`src/rtl/div_if.sv`:
```
// Execute-stage divider interface: pipeline-side controls and operands in,
// stall/valid and HI/LO results out.
interface div_if #(
    parameter int WIDTH = 32
) ();
    logic             div_startE;
    logic             div_signedE;
    logic [WIDTH-1:0] opaE;
    logic [WIDTH-1:0] opbE;
    logic             stall_holdE;
    logic             flush_exceptionM;
    logic             div_stallE;
    logic             div_validE;
    logic [WIDTH-1:0] div_hiE;
    logic [WIDTH-1:0] div_loE;

    // Pipeline side: issues the divide, consumes the results
    modport master (
        output div_startE, div_signedE, opaE, opbE, stall_holdE, flush_exceptionM,
        input  div_stallE, div_validE, div_hiE, div_loE
    );

    // Divider side
    modport slave (
        input  div_startE, div_signedE, opaE, opbE, stall_holdE, flush_exceptionM,
        output div_stallE, div_validE, div_hiE, div_loE
    );
endinterface

```
`src/rtl/div_unit.sv`:
```
// Radix-2 restoring divider for MIPS DIV/DIVU in the execute stage.
// One quotient bit per cycle on operand magnitudes; signs are applied when
// the last bit is produced. Holds the pipeline via div_stallE until done.
module div_unit #(
    parameter int WIDTH = 32
) (
    input  logic     clk,
    input  logic     rst,
    div_if.slave     bus
);
    localparam int CW = (WIDTH > 2) ? $clog2(WIDTH) : 1;

    typedef enum logic [1:0] {
        IDLE = 2'd0,
        BUSY = 2'd1,
        DONE = 2'd2
    } state_t;

    state_t           state_q, state_d;
    logic [CW-1:0]    count_q, count_d;
    logic [WIDTH-1:0] rem_q, rem_d;     // partial remainder
    logic [WIDTH-1:0] dvd_q, dvd_d;     // dividend shifting out, quotient shifting in
    logic [WIDTH-1:0] dvs_q, dvs_d;     // divisor magnitude
    logic             qsign_q, qsign_d;
    logic             rsign_q, rsign_d;
    logic             valid_q, valid_d;
    logic [WIDTH-1:0] hi_q, hi_d;
    logic [WIDTH-1:0] lo_q, lo_d;

    logic             sign_a, sign_b;
    logic [WIDTH-1:0] mag_a, mag_b;
    logic [WIDTH:0]   shifted, trial;
    logic             qbit;
    logic [WIDTH-1:0] rem_step, quo_step;
    logic             abort;

    // Operand magnitudes and one restoring step of the datapath
    always_comb begin
        sign_a   = bus.div_signedE & bus.opaE[WIDTH-1];
        sign_b   = bus.div_signedE & bus.opbE[WIDTH-1];
        mag_a    = sign_a ? (~bus.opaE + WIDTH'(1)) : bus.opaE;
        mag_b    = sign_b ? (~bus.opbE + WIDTH'(1)) : bus.opbE;
        shifted  = {rem_q, dvd_q[WIDTH-1]};
        trial    = shifted - {1'b0, dvs_q};
        qbit     = ~trial[WIDTH];
        rem_step = qbit ? trial[WIDTH-1:0] : shifted[WIDTH-1:0];
        quo_step = {dvd_q[WIDTH-2:0], qbit};
        // A divide losing its instruction mid-flight is annulled like a flush
        abort    = bus.flush_exceptionM | ((state_q == BUSY) & ~bus.div_startE);
    end

    // Next-state and result computation
    always_comb begin
        state_d = state_q;
        count_d = count_q;
        rem_d   = rem_q;
        dvd_d   = dvd_q;
        dvs_d   = dvs_q;
        qsign_d = qsign_q;
        rsign_d = rsign_q;
        valid_d = valid_q;
        hi_d    = hi_q;
        lo_d    = lo_q;

        if (abort) begin
            // Results keep stale values; consumers gate them with div_validE
            state_d = IDLE;
            count_d = '0;
            valid_d = 1'b0;
        end else begin
            case (state_q)
                IDLE: begin
                    if (bus.div_startE) begin
                        dvd_d   = mag_a;
                        dvs_d   = mag_b;
                        qsign_d = sign_a ^ sign_b;
                        rsign_d = sign_a;
                        rem_d   = '0;
                        count_d = '0;
                        state_d = BUSY;
                    end
                end
                BUSY: begin
                    rem_d   = rem_step;
                    dvd_d   = quo_step;
                    count_d = count_q + CW'(1);
                    if (count_q == CW'(WIDTH - 1)) begin
                        lo_d    = qsign_q ? (~quo_step + WIDTH'(1)) : quo_step;
                        hi_d    = rsign_q ? (~rem_step + WIDTH'(1)) : rem_step;
                        valid_d = 1'b1;
                        count_d = '0;
                        state_d = DONE;
                    end
                end
                DONE: begin
                    // Stay put while E is held so the same instruction never restarts
                    if (!bus.stall_holdE) begin
                        valid_d = 1'b0;
                        state_d = IDLE;
                    end
                end
                default: begin
                    state_d = IDLE;
                    valid_d = 1'b0;
                end
            endcase
        end
    end

    // State and datapath registers
    always_ff @(posedge clk) begin
        if (rst) begin
            state_q <= IDLE;
            count_q <= '0;
            rem_q   <= '0;
            dvd_q   <= '0;
            dvs_q   <= '0;
            qsign_q <= 1'b0;
            rsign_q <= 1'b0;
            valid_q <= 1'b0;
            hi_q    <= '0;
            lo_q    <= '0;
        end else begin
            state_q <= state_d;
            count_q <= count_d;
            rem_q   <= rem_d;
            dvd_q   <= dvd_d;
            dvs_q   <= dvs_d;
            qsign_q <= qsign_d;
            rsign_q <= rsign_d;
            valid_q <= valid_d;
            hi_q    <= hi_d;
            lo_q    <= lo_d;
        end
    end

    assign bus.div_stallE = bus.div_startE & ~bus.flush_exceptionM &
                            ((state_q == IDLE) | (state_q == BUSY));
    assign bus.div_validE = valid_q;
    assign bus.div_hiE    = hi_q;
    assign bus.div_loE    = lo_q;
endmodule

```
`src/flat_wrapper.sv`:
```
// flat-port wrapper written by rule: the top's interface ports become plain ports
module div_unit_flat 
#(
    parameter int WIDTH = 32
)
  (clk, rst, bus_div_startE, bus_div_signedE, bus_opaE, bus_opbE, bus_stall_holdE, bus_flush_exceptionM, bus_div_stallE, bus_div_validE, bus_div_hiE, bus_div_loE);
  div_if #(.WIDTH(WIDTH)) bus_i ();
  input  logic clk;
  input  logic rst;
  input wire logic [$bits(bus_i.div_startE)-1:0] bus_div_startE;
  input wire logic [$bits(bus_i.div_signedE)-1:0] bus_div_signedE;
  input wire logic [$bits(bus_i.opaE)-1:0] bus_opaE;
  input wire logic [$bits(bus_i.opbE)-1:0] bus_opbE;
  input wire logic [$bits(bus_i.stall_holdE)-1:0] bus_stall_holdE;
  input wire logic [$bits(bus_i.flush_exceptionM)-1:0] bus_flush_exceptionM;
  output wire logic [$bits(bus_i.div_stallE)-1:0] bus_div_stallE;
  output wire logic [$bits(bus_i.div_validE)-1:0] bus_div_validE;
  output wire logic [$bits(bus_i.div_hiE)-1:0] bus_div_hiE;
  output wire logic [$bits(bus_i.div_loE)-1:0] bus_div_loE;
  assign bus_i.div_startE = bus_div_startE;
  assign bus_i.div_signedE = bus_div_signedE;
  assign bus_i.opaE = bus_opaE;
  assign bus_i.opbE = bus_opbE;
  assign bus_i.stall_holdE = bus_stall_holdE;
  assign bus_i.flush_exceptionM = bus_flush_exceptionM;
  assign bus_div_stallE = bus_i.div_stallE;
  assign bus_div_validE = bus_i.div_validE;
  assign bus_div_hiE = bus_i.div_hiE;
  assign bus_div_loE = bus_i.div_loE;
  div_unit #(.WIDTH(WIDTH)) u_core (.clk(clk), .rst(rst), .bus(bus_i));
endmodule
```
`config.mk`:
```
export PLATFORM = sky130hd
export DESIGN_NAME = div_unit_flat
export DESIGN_NICKNAME = d
export VERILOG_FILES = /design/src/rtl/div_if.sv /design/src/rtl/div_unit.sv /design/src/flat_wrapper.sv
export SDC_FILE = /design/constraint.sdc
export NUM_CORES = 1
export LEC_CHECK = 0
export BUFFER_PORTS_ARGS = -buffer_cell sky130_fd_sc_hd__buf_2
export CAP_MARGIN = 20
export CELL_PAD_IN_SITES_DETAIL_PLACEMENT = 1
export CELL_PAD_IN_SITES_GLOBAL_PLACEMENT = 1
export CORE_MARGIN = 2
export CORE_UTILIZATION = 45
export DETAILED_ROUTE_END_ITERATION = 7
export GPL_TIMING_DRIVEN = 0
export PLACE_DENSITY_LB_ADDON = 0.1
export SLEW_MARGIN = 20
export SYNTH_ARGS = -nofsm -noshare
export SYNTH_HDL_FRONTEND = slang
export SYNTH_SLANG_ARGS = --single-unit
```
`constraint.sdc`:
```
create_clock -name clk -period 7.51 [get_ports clk]
set_clock_uncertainty 0.2 [all_clocks]
set_input_delay 1.1265 -clock clk [delete_from_list [all_inputs] [get_ports clk]]
set_output_delay 1.1265 -clock clk [all_outputs]
set_load 0.005 [all_outputs]
```
==> results by stage <==
Power:
- Overall power consumption after layout is estimated at 2390 µW.
- In this run the static leakage power is approximately 0.0053 µW.
- Dividing total power by cell area gives a power density of 177 mW/mm².
- The worst-case vdd ir drop is 161 µV.

Routing:
- The first routing iteration left 883 violations.
- The final antenna-violating net count is 0.
- The mean routed wirelength per cell is 21.6 µm.
- Detailed routing inserted a total of ~13000 vias.
- The number of remaining DRC errors is 0.
- The routed design has 44.9 mm of wire.
- The per-cell via count in the routed design is 6.08.
- The first detailed-routing pass ran for 7 iterations.

Layout:
- The area occupied by multi-input gates is 0.00773 mm².
- The register area is roughly 0.0034 mm².
- The top cell types in the final layout, fill and taps aside, are 216 x sky130_fd_sc_hd__nor2_1, 170 x sky130_fd_sc_hd__dfxtp_1, 163 x sky130_fd_sc_hd__nand2_1, 150 x sky130_fd_sc_hd__buf_2, 149 x sky130_fd_sc_hd__a21oi_1.
- Of the cells placed in the final design, the portion with a size suffix greater than 1 is 0.123.
- The number of nets at the end of the flow is about 1800.
- The filler cells instantiated in the layout total 3412.
- Relative to the synthesized area, the layout overhead comes to 14.7%.
- The library cell used most frequently in the layout, excluding fill and tap cells, is sky130_fd_sc_hd__nor2_1.

Die:
- The height of the chip is 166 µm.
- The core box area is 0.0258 mm².
- Measured along the x axis, the die boundary spans 166 µm.
- The starting utilization of the core area is 0.455.
- The number of top-level design ports is 136.
- The floorplan has 59 rows.
- The full die area is about 0.027 mm².

Logic synthesis:
- For this run, the register share of the synthesized area comes to 0.290.
- The simple-gate share of the synthesized area is 0.234.
- The compound-gate portion of the synthesized area is 0.262.
- The synthesized design spends more area on one cell type than any other, namely sky130_fd_sc_hd__dfxtp_1.
- The total standard cell area after synthesis is 0.0117 mm².
- The flip-flop cell with the highest count after synthesis is sky130_fd_sc_hd__dfxtp_1.
- In the synthesized netlist the async set-or-reset flop fraction comes to 0.
- By area the synthesized netlist is led by sky130_fd_sc_hd__dfxtp_1 29%, sky130_fd_sc_hd__nor2_1 6.9%, sky130_fd_sc_hd__a21oi_1 6.3%.
- The number of warnings reported in the yosys synthesis log is 0.
- In the synthesized netlist, the number of instances is about 1600.
- The adder-cell share of the synthesized area is 0.0422.
- The number of nets handed over by synthesis was 1687.
- After synthesis, the largest family of logic cells by area is compound AO/OA/AOI/OAI gates.
- Counting distinct cell types in the post-synthesis netlist gives 78.
- The average instance in the mapped netlist occupies 7.45 µm².
- The synthesized design contains 170 register bits.
- The number of enable flip-flop cells after synthesis is 0.
- The share of synthesized area in the top cell type comes to 0.290.
- The multiplexer share of the synthesized area is 0.0225.
- The fraction of synthesized cell area in xor and xnor cells is 0.0962.

Timing:
- For the pin with the worst max-slew slack, the measured transition is 1.03 ns.
- For this run, the top clock speed supported by timing is 144 MHz.
- The count of final max-slew check failures was 0.
- Setup repair after global routing left no endpoint under its margin.
- The hold violation count in the final report is 0.
- Counting I/O delays and the setup requirement, the final critical path takes just under 7 ns.
- Dividing the final minimum period by the clock period gives 0.922.
- The max-slew headroom at the worst pin is 0.306.
- The final setup TNS is 0 ns.
- Setup violations remaining at the end of the flow were counted as 0.

Clock tree:
- TritonCTS created 17 clock buffers.
- The maximum clock insertion buffer count is 2.
- TritonCTS built the clock tree.
- In this run the post-CTS setup repair buffer count came out at 0.
- After clock tree synthesis, the clock-pin slew on the worst setup and hold paths is 0.07 ns.
- The H-tree generated during clock tree synthesis spans 4 levels.
- The clock latency reported for the late side of the worst-skew pair is between 0.4 and 0.5 ns.
- The root buffer selected by CTS is sky130_fd_sc_hd__clkbuf_16.
- CTS saw 170 sinks.
- Buffers inserted to repair hold after CTS numbered 0.
- Once the clock tree was built, the resizer swapped 0 gates to a different size.

Global route:
- The wire length of the first global-routing pass is 68.3 mm.
- Entering global routing, the biggest net connects 17 pins.
- The number of antenna violations at the first check in global routing is 2.
- The number of global-route vias before repair came to 12400.
- The total global routing overflow is 0.
- The global-route usage over all layers is 0.326.

Job:
- The max-capacitance violation count is 0.

Placed design:
- The number of port buffers is roughly 140.
- The placed wire-length estimate is 35.7 mm.
- Routability-driven placement finished with a final weighted congestion of 0.928.

Worst setup path:
- The arrival time at the worst endpoint is 7.08 ns.
- By startpoint and endpoint, the worst setup path is classified as reg2reg.
- The worst setup path is captured at a flip-flop.
- The maximum fanout count along the critical path is 10.
- STA classifies the critical path startpoint as a flip-flop.
- The data required time at the worst endpoint is 7.66 ns.

Status:
- The run finished with clean final reports.

Hold path:
- The class of the most critical hold timing path is reg2reg.
==> worst max-delay path, cell delays in order, from the launching register on <==
cell	delay, ns
sky130_fd_sc_hd__dfxtp_1	0.49
sky130_fd_sc_hd__ha_1	0.36
sky130_fd_sc_hd__a21oi_1	0.25
sky130_fd_sc_hd__o21ai_1	0.16
sky130_fd_sc_hd__a311oi_2	0.31
sky130_fd_sc_hd__o31ai_1	0.14
sky130_fd_sc_hd__or4_1	0.50
sky130_fd_sc_hd__buf_2	0.22
sky130_fd_sc_hd__and2_1	0.19
sky130_fd_sc_hd__buf_6	0.14
sky130_fd_sc_hd__inv_2	0.10
sky130_fd_sc_hd__buf_2	0.24
sky130_fd_sc_hd__buf_2	0.30
sky130_fd_sc_hd__buf_2	0.34
sky130_fd_sc_hd__nor2_1	0.07
sky130_fd_sc_hd__a21oi_1	0.22
sky130_fd_sc_hd__ha_1	0.32
sky130_fd_sc_hd__nand2_1	0.07
sky130_fd_sc_hd__nor3_1	0.58
sky130_fd_sc_hd__nand4b_1	0.30
sky130_fd_sc_hd__o22ai_1	0.55
sky130_fd_sc_hd__a41oi_1	0.24
sky130_fd_sc_hd__xor2_1	0.25
sky130_fd_sc_hd__a211oi_1	0.26
==> layout make-up <==
class,instances,area share
Multi-Input combinational cell,1251,0.573
Sequential cell,170,0.253
Timing Repair Buffer,136,0.0509
Clock buffer,17,0.0316
Tap cell,335,0.0311
Buffer,101,0.0309
Inverter,56,0.0156
Clock inverter,14,0.0137
Antenna cell,1,0.000186
==> path summary, 6_finish.rpt <==
check | startpoint | endpoint | slack, ns | cells after the start
max | u_core.rem_q[22] | u_core.bus.div_hiE[28] | 0.59 | 23
min | u_core.bus.div_hiE[7] | u_core.bus.div_hiE[7] | 0.25 | 2
min reg2reg | u_core.bus.div_hiE[7] | u_core.bus.div_hiE[7] | 0.25 | 2
max reg2reg | u_core.rem_q[22] | u_core.bus.div_hiE[28] | 0.59 | 23
==> cells in the mapped netlist (all sizes together) (16+ instances only) <==
master and instances:
or3 19, buf 22, nand3 28, o31ai 26, inv 54, xnor2 49
o21ai 73, mux2i 23, nor4 16, nand2 163, nor2 216, dfxtp 170
xor2 80, a21o 18, nor3 33, a21oi 152, clkbuf 79, a22oi 18
ha 38, a211oi 86
==> where the power goes <==
group,switching (µW),internal (µW),total [µW]
registers,23.9,923,947
clock network,416,531,947
logic,327,164,491
==> layer usage <==
metal | up-vias | wire length (µm) | share of wire | global-route usage
met4 | 0 | 1370 | 0.030 | 0.112
met2 | 379 | 20000 | 0.44 | 0.509
met3 | 83 | 2870 | 0.064 | 0.0717
met1 | 6198 | 20700 | 0.46 | 0.445
met5 | - | 0 | 0 | 0
li1 | 5985 | - | - | -
==> stage by stage <==
stage                     instance area, µm²  hold WS [ns]  std cells  setup slack [ns]   util
after floorplan                        11700         0.232       1578              2.40      -
after global placement                 12800         0.240       2048             0.991  0.497
after detailed placement               12900         0.244       2049             0.878  0.498
after CTS                              13500         0.253       2080             0.792  0.521
after global routing                   13500         0.280       2080             0.170  0.521
final                                  13500         0.253       2081             0.586  0.522
==> sequential cells by signal, summed over array words and instances (netlist names) <==
signal / cells
u_core.dvs_q: 32
u_core.rsign_q: 1
u_core.bus.div_validE: 1
u_core.qsign_q: 1
u_core.rem_q: 32
u_core.state_q: 2
u_core.count_q: 5
u_core.bus.div_hiE: 32
u_core.bus.div_loE: 32
u_core.dvd_q: 32
==> kinds of logic (layout without fill, tap and decap cells) <==
family          after synthesis  count (layout)
buf+inv                     157             324
fa+ha+maj                    39              39
mux                          26              26
other cells                   0               1
compound gates              469             469
xor+xnor                    129             129
simple gates                588             588
flops                       170             170
Power figures use the tool's default switching activity.
